<file path="src/rtl/piso_tx_scheduler.sv">
// Two-requester frame scheduler driving an external PISO: it arbitrates, loads, shifts and spaces frames.
// Requests are accepted only in IDLE, and pause stalls shifting or blocks new grants.
module piso_tx_scheduler #(
  parameter int WIDTH      = 8,
  parameter int GAP_CYCLES = 1
) (
  input  logic               clk,
  input  logic               reset,
  input  logic [1:0]         req_valid,
  input  logic [2*WIDTH-1:0] req_data,
  output logic [1:0]         req_ready,
  input  logic               pause,
  output logic               piso_load,
  output logic               piso_enable,
  output logic [WIDTH-1:0]   piso_data,
  output logic               busy,
  output logic               grant_id,
  output logic               tx_done,
  output logic [15:0]        frame_count
);

  localparam int CW = $clog2(WIDTH + 1);
  localparam int GW = $clog2(GAP_CYCLES + 2);

  typedef enum logic [1:0] {IDLE, LOAD, SHIFT, GAP} state_t;

  state_t           state_q, state_d;
  logic [WIDTH-1:0] data_q, data_d;
  logic             grant_q, grant_d;
  logic             ptr_q, ptr_d;
  logic [CW-1:0]    bit_cnt_q, bit_cnt_d;
  logic [GW-1:0]    gap_cnt_q, gap_cnt_d;
  logic             tx_done_q, tx_done_d;
  logic [15:0]      frame_count_q, frame_count_d;
  logic             sel;

  // With both requesters valid the pointer decides; otherwise whichever one is valid.
  assign sel = (req_valid == 2'b11) ? ptr_q : req_valid[1];

  always_comb begin
    state_d       = state_q;
    data_d        = data_q;
    grant_d       = grant_q;
    ptr_d         = ptr_q;
    bit_cnt_d     = bit_cnt_q;
    gap_cnt_d     = gap_cnt_q;
    tx_done_d     = 1'b0;
    frame_count_d = frame_count_q;
    req_ready     = 2'b00;
    piso_load     = 1'b0;
    piso_enable   = 1'b0;

    case (state_q)
      IDLE: begin
        if (!reset && !pause && (req_valid != 2'b00)) begin
          req_ready[sel] = 1'b1;
          data_d         = sel ? req_data[2*WIDTH-1:WIDTH] : req_data[WIDTH-1:0];
          grant_d        = sel;
          ptr_d          = ~sel;
          state_d        = LOAD;
        end
      end
      LOAD: begin
        piso_load   = 1'b1;
        piso_enable = 1'b1;
        bit_cnt_d   = '0;
        state_d     = SHIFT;
      end
      SHIFT: begin
        if (!pause) begin
          piso_enable = 1'b1;
          if (bit_cnt_q == CW'(WIDTH - 1)) begin
            tx_done_d     = 1'b1;
            frame_count_d = frame_count_q + 16'd1;
            bit_cnt_d     = '0;
            gap_cnt_d     = '0;
            state_d       = (GAP_CYCLES > 0) ? GAP : IDLE;
          end else begin
            bit_cnt_d = bit_cnt_q + CW'(1);
          end
        end
      end
      GAP: begin
        if (gap_cnt_q == GW'(GAP_CYCLES - 1)) begin
          state_d = IDLE;
        end else begin
          gap_cnt_d = gap_cnt_q + GW'(1);
        end
      end
      default: state_d = IDLE;
    endcase
  end

  always_ff @(posedge clk) begin
    if (reset) begin
      state_q       <= IDLE;
      data_q        <= '0;
      grant_q       <= 1'b0;
      ptr_q         <= 1'b0;
      bit_cnt_q     <= '0;
      gap_cnt_q     <= '0;
      tx_done_q     <= 1'b0;
      frame_count_q <= '0;
    end else begin
      state_q       <= state_d;
      data_q        <= data_d;
      grant_q       <= grant_d;
      ptr_q         <= ptr_d;
      bit_cnt_q     <= bit_cnt_d;
      gap_cnt_q     <= gap_cnt_d;
      tx_done_q     <= tx_done_d;
      frame_count_q <= frame_count_d;
    end
  end

  assign piso_data   = data_q;
  assign busy        = (state_q != IDLE);
  assign grant_id    = grant_q;
  assign tx_done     = tx_done_q;
  assign frame_count = frame_count_q;

endmodule
</file>
<file path="config.mk">
export PLATFORM = sky130hd
export DESIGN_NAME = piso_tx_scheduler
export DESIGN_NICKNAME = d
export VERILOG_FILES = /design/src/rtl/piso_tx_scheduler.sv
export SDC_FILE = /design/constraint.sdc
export NUM_CORES = 1
export LEC_CHECK = 0
export CAP_MARGIN = 10
export CELL_PAD_IN_SITES_DETAIL_PLACEMENT = 1
export CELL_PAD_IN_SITES_GLOBAL_PLACEMENT = 1
export CORE_MARGIN = 2
export CORE_UTILIZATION = 39
export CTS_BUF_LIST = sky130_fd_sc_hd__clkbuf_2
export DETAILED_ROUTE_END_ITERATION = 6
export HOLD_SLACK_MARGIN = 0.12
export PLACE_DENSITY_LB_ADDON = 0.1
export SLEW_MARGIN = 10
export SYNTH_ARGS = -nofsm -noshare
export SYNTH_HDL_FRONTEND = slang
export SYNTH_SLANG_ARGS = --single-unit
</file>
<file path="constraint.sdc">
create_clock -name clk -period 3.45 [get_ports clk]
set_input_delay 0.69 -clock clk [delete_from_list [all_inputs] [get_ports clk]]
set_output_delay 0.69 -clock clk [all_outputs]
set_load 0.05 [all_outputs]
</file>
=== After elaboration in Yosys (flattened, before gate mapping) ===
Index checks and enable logic that the tools add are counted.
Widths: inputs -> output; s select.

* ROM bits: 0
* Bits of input ports: 21
* Latch bits: 0
* Register bits after elaboration: 35
* Output and inout bits: 31
* RAM bits: 0
* Logic and storage cells: 65
* Memories kept: 0

* Div/mod/pow operators: 0
* Bitwise operators: 3
* $mul: 0
* Shift operators: 0
* Add/subtract/negate cells: 3
* Order comparisons: 2
* Reductions and logical operators: 17
* Equality and inequality tests: 10
* Muxes and demuxes: 22

{| class="wikitable"
|+ Operators with widths
! kind !! number
|-
| $mux 2 || 9
|-
| $add 16x1->16 const B || 1
|-
| $ne 2x2->1 const B || 5
|-
| $mux 4 || 2
|-
| $mux 8 || 1
|-
| $pmux 2 s4 || 1
|-
| $pmux 4 s2 || 1
|-
| $reduce_and 4->1 || 2
|-
| $reduce_bool 2->1 || 4
|-
| $eq 2x2->1 const B || 3
|-
| $mux 1 || 5
|-
| $add 4x1->4 const B || 1
|-
| $eq 4x3->1 const B || 1
|-
| $logic_not 2->1 || 2
|-
| $pmux 2 s2 || 1
|-
| $reduce_and 2->1 || 2
|-
| $logic_and 1x1->1 || 3
|-
| $not 1->1 || 3
|-
| $reduce_and 3->1 || 1
|-
| $reduce_or 3->1 || 1
|-
| $add 2x1->2 const B || 1
|-
| $eq 2x1->1 const B || 1
|-
| $logic_not 1->1 || 2
|-
| $lt 1x2->1 const B || 1
|-
| 3 further kinds || 3
|}

=== Longest topological paths before layout ===
Gate-level depths: netlist (run 1).

* Depth after elaboration: 8
* Mapped depth: 7
* Mapped depth without buffers: 7

=== Least setup slack after synthesis (run 1) ===
Ideal clock, no wire load.

* Kind: in2out
* Start point: input port pause
* End point: output port req_ready[0]
* Path slack: 0.753 ns
* Arrival time: 2.007 ns
* Required time: 2.760 ns
* Stages on the path: 4
* Path buffers: 2
* Cells stage by stage: buf_2 -> nor4_4 -> buf_2 -> and2_1

* Cells in the longest elaborated chain, start to end: 5

{| class="wikitable"
|+ RTL lines
! item !! RTL line !! text
|-
| start: declaration || 12 || <nowiki>input logic pause,</nowiki>
|-
| $logic_not 1->1 || - ||
|-
| $logic_and 1x1->1 (2 in a row) || 55 || <nowiki>if (!reset && !pause && (req_valid != 2'b00)) begin</nowiki>
|-
| $mux 2 || 55 ||
|-
| $mux 2 || 53 || <nowiki>case (state_q)</nowiki>
|-
| end: declaration || 11 || <nowiki>output logic [1:0] req_ready,</nowiki>
|}

Every way passes these cells.

=== Final worst setup path (run 1) ===
* Start point: input port pause
* End point: output port req_ready[1]

Same word-level chain as after synthesis.

==> results.py, run 1 <==
metrics = {
    "routing": {
        "vias_per_cell": 5.386,
        "drc": 0,
        "avgRoutedWirePerCell_um": 14.05,
        "drt_first_pass_iters": 4,
        "drtIter0Drc": 80,
        "ant_nets": 0,
        "via_count": 1632,
        "drt-total-wl_um": 4256,
    },
    "layout": {
        "n_fill_cell": 546,
        "drive_gt1_share_pct": 7.968,
        "layout.nets": 280,
        "fin_cells": 303,
        "syn_to_final_growth_pct": 32.85,
        "antennaDiodeCount": 0,
    },
    "critical_path": {
        "cp_max_fo": 9,
        "setup.worst_path.class": "in -> out",
        "cp-start-kind": "input pin",
        "crit_chain": "clkdlybuf4s50_1 -> nor4_4 -> nand2b_1 -> inv_1 -> buf_12",
        "cp.required_ns": 2.76,
        "crit_family": "buffers and inverters",
        "cp_num_buf_inv": 3,
        "worst-r2r-setup-slack_ns": 1.48,
        "r2r-start": "state_q[0]",
        "critical_path.max_stage_delay_ns": 0.61,
        "r2r_cells": 6,
        "crit_slowest_cell": "clkdlybuf4s50_1",
        "cp-end-kind": "output pin",
        "cp_data_arrival_time_ns": 2.13,
        "worstReg2RegEnd": "frame_count[15]",
    },
    "hold_path": {
        "hp-start": "grant_id",
        "min_to": "grant_id",
        "hold-path-cell-count": 2,
        "hold_class": "reg -> reg",
    },
    "clock_tree": {
        "clk_latency_ns": 0.39,
        "cts_hold_buf": 0,
        "clock-root-buffer": "clkbuf_2",
        "cts_max_level": 2,
        "ctsResizeCount": 0,
        "clkTransAtPathRegs_ns": 0.17,
        "cts_tree": "yes",
        "cts_setup_buffers": 0,
        "cts_sinks": 35,
        "cts.path.max_buffers": 2,
        "cts_buffers": 5,
    },
    "logic_synthesis": {
        "synthArstFlopShare_pct": 0,
        "syn_area_per_cell_um2": 8.971,
        "synthTopCellsByArea": "dfxtp_1 39%, ha_1 5.6%, mux2i_1 5.0%",
        "ys_types": 42,
        "synthesis.nets": 229,
        "synth_top_area_share_pct": 39.05,
        "syn_area_mm2": 0.001794,
        "ys_ff_latch": 35,
        "yosysWarnings": 0,
        "yosys_most_used_dff": "dfxtp_1",
        "yosysSeqAreaShare_pct": 39.05,
        "synth_cells": 200,
        "synth_top_cell_by_area": "dfxtp_1",
        "synth_edf_count": 0,
    },
    "power": {
        "switching_share_pct": 40.13,
        "comb_power_share_pct": 40.1,
        "p_leak_uw": 0.0008710,
        "power_density_mw_per_mm2": 446.5,
        "seqPwrFrac_pct": 42.5,
        "power_frac_clock_pct": 17.4,
        "p_int_uw": 637.2,
        "ir_drop_mv": 0.3148,
        "power.total_uw": 1064,
        "p_switching_uw": 427.1,
    },
    "timing": {
        "hold_slack_ns": 0.4995,
        "clock_skew_ns": 0.01459,
        "setup_viol": 0,
        "max_slew.worst_pin.slew_ns": 0.5461,
        "drv_slew": 0,
        "worst_slack_ns": 0.6328,
        "tns_ns": 0,
        "fmax_mhz": 355.0,
        "rsz0062_at_grt": "false",
        "min_period_over_period_pct": 81.66,
        "post-route-min-period_ns": 2.817,
        "hold_viol": 0,
        "relSlewSlack_pct": 63.48,
    },
    "floorplanning": {
        "rows": 24,
        "die-width_um": 71.83,
        "core_area_mm2": 0.004384,
        "die_h_um": 71.83,
        "die_area_mm2": 0.005159,
        "start_util_pct": 40.92,
        "ios": 52,
    },
    "place": {
        "portBuffers": 51,
        "gp_congestion": 0.7240,
        "dp.cells": 296,
        "post-dp-hpwl_um": 3162,
        "place_ws_ns": 0.6097,
    },
    "global_route": {
        "grt_pass1_vias": 1626,
        "antenna_found_initial": 0,
        "grt_use_total_pct": 17.90,
        "grt_max_degree": 38,
        "grt_pass1_wl_um": 7258,
        "overflow": 0,
    },
    "status": {
        "status": "finished, final reports clean",
    },
    "flow_run": {
        "maxCapViolations": 0,
    },
}
## layout by cell type, fill, tap and decap left out, drive strengths merged, types with 5 or more instances in the layout
cell,synthesis,routed
a211oi,10,10
a21oi,15,15
buf,6,6
clkbuf,4,5
clkdlybuf4s50,0,48
dfxtp,35,35
ha,8,8
inv,10,10
mux2i,9,9
nand2,7,7
nand3,8,8
nand4,6,6
nor2,21,21
o21ai,13,13
or3,8,8
## kinds of logic after synthesis
kind of cell / share of synthesized area [%]
AOI/OAI and AO/OA: 16.53
xor gates and xnor gates: 3.417
adders and majority gates: 5.579
buffers and inverters: 5.439
DFF: 39.05
muxes: 5.021
and+or+nand+nor: 24.97
## layout make-up
type                       count  area, um^2  area share, %
clock inverter                 2       8.758         0.3675
sequential                    35       700.7          29.40
clock buffer                   5       25.02          1.050
tap                           52       65.06          2.730
timing repair buffer          54       550.5          23.10
multi-input combinational    145       996.0          41.78
inverter                      10       37.54          1.575
## tightest hold or removal path, stage by stage, from the launching register on
cell	delay, ns
dfxtp_1	0.34
o21ai_0	0.07
a21oi_1	0.06
## power groups by stage
stage          sequential, uW  clock (uW)  combinational [uW]
3_5_place_dp              461           0                 430
6_report                  452         185                 427
5_1_grt                   459         213                 462
4_1_cts                   453         199                 432
3_3_place_gp              460           0                 424
2_1_floorplan             506           0                 250
## through the flow
| step | cell area (um^2) | util (%) |
|---|---|---|
| 5_1_grt | 2384 | 54.37 |
| 2_1_floorplan | 1794 | - |
| 4_1_cts | 2384 | 54.37 |
| 3_3_place_gp | 2350 | 53.60 |
| 6_report | 2384 | 54.37 |
| 3_5_place_dp | 2350 | 53.60 |
## layer usage
layer  part of all wire [%]  vias to the layer above  routed length [um]  global-route usage (%)
met3                    4.1                        6                 174                   4.782
met2                     50                       31                2107                   30.25
met4                    1.5                        0                  63                   6.289
met1                     45                      775                1909                   21.90
li1                       -                      820                   -                       -
met5                      0                        -                   0                       0
## flip-flops by register name (all words and copies together), names as in the netlist
signal,count
gap_cnt_q,2
piso_data,8
state_q,2
tx_done,1
bit_cnt_q,4
ptr_q,1
frame_count,16
grant_id,1
## how the worst max path moves through the flow
stage | start | end | slack [ns] | depth (start not counted)
6_report | pause | req_ready[1] | 0.63 | 5
5_1_grt | state_q[0] | busy | 0.53 | 4
4_1_cts | pause | req_ready[1] | 0.61 | 5
3_5_place_dp | pause | req_ready[1] | 0.61 | 5
3_3_place_gp | pause | req_ready[1] | 0.68 | 5
2_1_floorplan | pause | req_ready[0] | 0.75 | 4
## synthesized netlist by cell type (all sizes together), types with 4 or more instances
library cell / instances
nand2b: 4
nand2: 7
mux2i: 9
nor2: 21
ha: 8
or3: 8
nand3: 8
a21oi: 15
nand4: 6
a211oi: 10
o21ai: 13
inv: 10
buf: 6
dfxtp: 35
xor2: 4
clkbuf: 4
Note: power is estimated with default switching activity, not from simulation.
==> run 2, diff against run 1 <==
--- a/config.mk
+++ b/config.mk
@@ -9,7 +9,7 @@
 export CELL_PAD_IN_SITES_DETAIL_PLACEMENT = 1
 export CELL_PAD_IN_SITES_GLOBAL_PLACEMENT = 1
 export CORE_MARGIN = 2
-export CORE_UTILIZATION = 39
+export CORE_UTILIZATION = 36
 export CTS_BUF_LIST = sky130_fd_sc_hd__clkbuf_2
 export DETAILED_ROUTE_END_ITERATION = 6
 export HOLD_SLACK_MARGIN = 0.12
==> constraint.sdc (replaced) <==
create_clock -name clk -period 2.7 [get_ports clk]
set_input_delay 0.54 -clock clk [delete_from_list [all_inputs] [get_ports clk]]
set_output_delay 0.54 -clock clk [all_outputs]
set_load 0.05 [all_outputs]
==> results.py, run 2 (synthesis gave the netlist of run 1 again) <==
metrics = {
    "status": {
        "status": "finished, final reports clean",
    },
    "floorplanning": {
        "start_util_pct": 37.74,
        "ios": 52,
        "die_area_mm2": 0.005564,
        "core_area_mm2": 0.004755,
        "die-width_um": 74.60,
        "die_h_um": 74.60,
        "rows": 25,
    },
    "global_route": {
        "grt_pass1_wl_um": 7583,
        "grt_max_degree": 25,
        "grt_use_met3_pct": 3.523,
        "antenna_found_initial": 0,
        "grt_use_total_pct": 17.40,
        "use_met2_pct": 30.38,
        "met1_usage_pct": 22.26,
        "grt_pass1_vias": 1594,
        "busiest_layer": "met2",
        "overflow": 0,
    },
    "critical_path": {
        "crit_family": "buffers and inverters",
        "cp-start-kind": "register",
        "cp.required_ns": 2.16,
        "setup.worst_path.class": "reg -> out",
        "critical_path.max_stage_delay_ns": 0.81,
        "crit_slowest_cell": "clkdlybuf4s50_1",
        "cp-end-kind": "output pin",
        "cp_num_buf_inv": 3,
        "crit_chain": "inv_1 -> ha_1 -> inv_2 -> clkdlybuf4s50_1",
        "cp_data_arrival_time_ns": 2.01,
        "cp_max_fo": 4,
    },
    "layout": {
        "mostFrequentLayoutCells": "48 x clkdlybuf4s50_1, 35 x dfxtp_1, 21 x nor2_1, 15 x a21oi_1, 13 x o21ai_0",
        "largest_reg_flops": 16,
        "final_area_mm2": 0.002430,
        "mostFrequentLayoutCell": "clkdlybuf4s50_1",
        "drive_gt1_share_pct": 8.696,
        "final_util_pct": 51.11,
        "antennaDiodeCount": 0,
        "syn_to_final_growth_pct": 35.43,
        "layout.nets": 282,
        "n_fill_cell": 582,
        "fin_cells": 320,
    },
    "timing": {
        "drv_slew": 0,
        "relSlewSlack_pct": 64.24,
        "tns_ns": 0,
        "min_period_over_period_pct": 94.40,
        "max_slew.worst_pin.slew_ns": 0.5347,
        "setup_viol": 0,
        "fmax_mhz": 392.4,
        "hold_viol": 0,
        "rsz0062_at_grt": "false",
        "clock_skew_ns": 0.02519,
        "post-route-min-period_ns": 2.549,
    },
    "power": {
        "ir_drop_mv": 0.4682,
        "p_leak_uw": 0.0008835,
        "power_density_mw_per_mm2": 561.0,
        "power.total_uw": 1363,
    },
    "clock_tree": {
        "cts.path.max_buffers": 2,
        "cts_buffers": 5,
        "clkTransAtPathRegs_ns": 0.17,
        "clock-root-buffer": "clkbuf_2",
        "clk_latency_ns": 0.34,
        "cts_sinks": 35,
        "cts_hold_buf": 0,
        "cts_tree": "yes",
        "ctsResizeCount": 0,
        "cts_max_level": 2,
        "cts_setup_buffers": 0,
    },
    "routing": {
        "drt-total-wl_um": 4367,
        "vias_per_cell": 5.097,
        "ant_nets": 0,
        "avgRoutedWirePerCell_um": 13.65,
        "via_count": 1631,
        "drc": 0,
        "drt_first_pass_iters": 4,
        "drtIter0Drc": 44,
    },
    "hold_path": {
        "hold_class": "reg -> reg",
    },
    "place": {
        "place_area_mm2": 0.002396,
        "portBuffers": 51,
        "dp.cells": 313,
        "post-dp-hpwl_um": 3355,
        "gp_congestion": 0.7951,
    },
    "flow_run": {
        "maxCapViolations": 0,
    },
}
-- run 2: cell types whose count changed in the layout (fill, tap and decap cells not counted), sizes merged --
cell  delta
buf      +2
-- run 2: tightest hold or removal path, stage by stage (launching register included) --
cell and delay, ns:
dfxtp_1 0.34, o21ai_0 0.07, a21oi_1 0.06
-- run 2: layer usage --
metal  routed length (um)  vias up
li1                     -      821
met1                 2045      780
met2                 2157       28
met3                  134        2
met4                   29        0
met5                    0        -
-- run 2: layout make-up --
cell class / count / area (um^2) / area share [%]
clock inverter: 2 / 8.758 / 0.3605
clock buffer: 5 / 25.02 / 1.030
sequential: 35 / 700.7 / 28.84
multi-input combinational: 145 / 996.0 / 40.99
inverter: 10 / 37.54 / 1.545
tap: 67 / 83.83 / 3.450
timing repair buffer: 56 / 578.1 / 23.79
-- run 2: through the flow --
step	hold WS [ns]	worst slack [ns]
after floorplan	0.4654	0.2805
after global placement	0.4697	0.4263
after detailed placement	0.4805	0.3859
after CTS	0.5074	0.1307
after global routing	0.5267	0.01302
final	0.4998	0.1513
-- run 2: final timing paths --
kind                                         to  cells after the start  startpoint  slack [ns]
worst max-delay path                       busy                      4  state_q[0]        0.15
worst min-delay path                   grant_id                      2    grant_id        0.50
worst max register to register  frame_count[15]                      6  state_q[0]        0.74
worst min register to register         grant_id                      2    grant_id        0.50
-- run 2: power by group --
| part | switching (uW) | internal [uW] |
|---|---|---|
| sequential | 26.2 | 551 |
| combinational | 343 | 220 |
| clock | 167 | 55.2 |
| total | 537 | 827 |
==> run 3, diff against run 2 <==
--- a/config.mk
+++ b/config.mk
@@ -13,7 +13,7 @@
 export CTS_BUF_LIST = sky130_fd_sc_hd__clkbuf_2
 export DETAILED_ROUTE_END_ITERATION = 6
 export HOLD_SLACK_MARGIN = 0.12
-export PLACE_DENSITY_LB_ADDON = 0.1
+export PLACE_DENSITY = 0.78
 export SLEW_MARGIN = 10
 export SYNTH_ARGS = -nofsm -noshare
 export SYNTH_HDL_FRONTEND = slang
==> results.py, run 3 (synthesis gave the netlist of run 1 again) <==
metrics = {
    "clock_tree": {
        "cts.path.max_buffers": 2,
        "cts_hold_buf": 0,
        "clock-root-buffer": "clkbuf_2",
        "ctsResizeCount": 0,
        "cts_buffers": 5,
        "cts_tree": "yes",
        "clkTransAtPathRegs_ns": 0.20,
        "clk_latency_ns": 0.40,
        "cts_max_level": 2,
        "cts_sinks": 35,
        "cts_setup_buffers": 0,
    },
    "timing": {
        "min_period_over_period_pct": 91.96,
        "drv_slew": 0,
        "rsz0062_at_grt": "false",
        "relSlewSlack_pct": 65.45,
        "clock_skew_ns": 0.02100,
        "hold_viol": 0,
        "setup_viol": 0,
        "fmax_mhz": 402.8,
        "max_slew.worst_pin.slew_ns": 0.5167,
        "tns_ns": 0,
        "hold_slack_ns": 0.4908,
        "post-route-min-period_ns": 2.483,
    },
    "global_route": {
        "grt_max_degree": 21,
        "overflow": 0,
        "grt_use_total_pct": 17.26,
        "antenna_found_initial": 0,
        "grt_pass1_vias": 1592,
        "grt_pass1_wl_um": 7486,
    },
    "routing": {
        "vias_per_cell": 5.031,
        "drc": 0,
        "via_count": 1615,
        "drt-total-wl_um": 4295,
        "drt_first_pass_iters": 4,
        "ant_nets": 0,
        "avgRoutedWirePerCell_um": 13.38,
        "drtIter0Drc": 66,
    },
    "floorplanning": {
        "ios": 52,
        "start_util_pct": 37.74,
        "die_area_mm2": 0.005564,
        "die_h_um": 74.60,
        "rows": 25,
        "die-width_um": 74.60,
        "core_area_mm2": 0.004755,
    },
    "critical_path": {
        "crit_chain": "inv_1 -> ha_1 -> clkdlybuf4s50_1",
        "cp.required_ns": 2.16,
        "cp_num_buf_inv": 2,
        "critical_path.max_stage_delay_ns": 0.83,
        "crit_family": "buffers and inverters",
        "setup.worst_path.class": "reg -> out",
        "cp-end-kind": "output pin",
        "cp_data_arrival_time_ns": 1.94,
        "cp-start-kind": "register",
        "crit_slowest_cell": "clkdlybuf4s50_1",
        "cp_max_fo": 5,
    },
    "layout": {
        "n_fill_cell": 570,
        "mostFrequentLayoutCells": "47 x clkdlybuf4s50_1, 35 x dfxtp_1, 21 x nor2_1, 15 x a21oi_1, 13 x o21ai_0",
        "largest_reg_flops": 16,
        "final_util_pct": 52.39,
        "antennaDiodeCount": 0,
        "layout.nets": 282,
        "mostFrequentLayoutCell": "clkdlybuf4s50_1",
        "syn_to_final_growth_pct": 38.84,
        "drive_gt1_share_pct": 9.449,
    },
    "power": {
        "ir_drop_mv": 0.4281,
        "p_leak_uw": 0.0009207,
        "power_density_mw_per_mm2": 631.8,
    },
    "place": {
        "post-dp-hpwl_um": 3361,
        "gp_congestion": 0.7730,
        "portBuffers": 51,
    },
    "status": {
        "status": "finished, final reports clean",
    },
    "flow_run": {
        "maxCapViolations": 0,
    },
    "hold_path": {
        "hold_class": "reg -> reg",
    },
}
-- run 3: layout make-up --
| class | instances | area, um^2 | share of cell area (%) |
|---|---|---|---|
| Multi-Input combinational cell | 145 | 996.0 | 39.98 |
| Tap cell | 67 | 83.83 | 3.365 |
| Clock buffer | 5 | 25.02 | 1.005 |
| Inverter | 10 | 37.54 | 1.507 |
| Clock inverter | 3 | 67.56 | 2.712 |
| Timing Repair Buffer | 56 | 580.6 | 23.30 |
| Sequential cell | 35 | 700.7 | 28.13 |
-- run 3: worst reg2reg max path: cells and delay by family, from the launching register on --
family / cells / cell delay, ns
AO/OA/AOI/OAI: 1 / 0.14
adder cells (fa/ha/maj): 1 / 0.30
flip-flops: 1 / 0.38
AND/OR/NAND/NOR: 3 / 1.00
buffers and inverters: 1 / 0.11
-- run 3: worst paths after layout --
check	from	to	slack [ns]	cells after the start
worst min register to register	frame_count[15]	frame_count[15]	0.49	2
worst max-delay path	state_q[1]	piso_load	0.22	3
worst min-delay path	frame_count[15]	frame_count[15]	0.49	2
worst max register to register	state_q[0]	frame_count[15]	0.74	6
-- run 3: metal layers --
layer  GRT usage [%]  part of all wire (%)  up-vias
met4           5.556                   1.5        0
met1           22.63                    46      756
met3           4.065                   3.2        6
met2           28.12                    49       28
li1                -                     -      825
met5               0                     0        -
-- run 3: report_power, final --
group	internal [uW]	switching [uW]
Sequential	552	26.4
Combinational	219	337
Clock	249	191
-- run 3: through the flow --
step	area (um^2)	instances	setup WS, ns	power (uW)
2_1_floorplan	1794	200	0.2805	965.8
3_3_place_gp	2396	313	0.3898	1144
3_5_place_dp	2396	313	0.3529	1150
4_1_cts	2489	321	0.05189	1597
5_1_grt	2491	321	0.1051	1669
6_report	2491	321	0.2172	1574
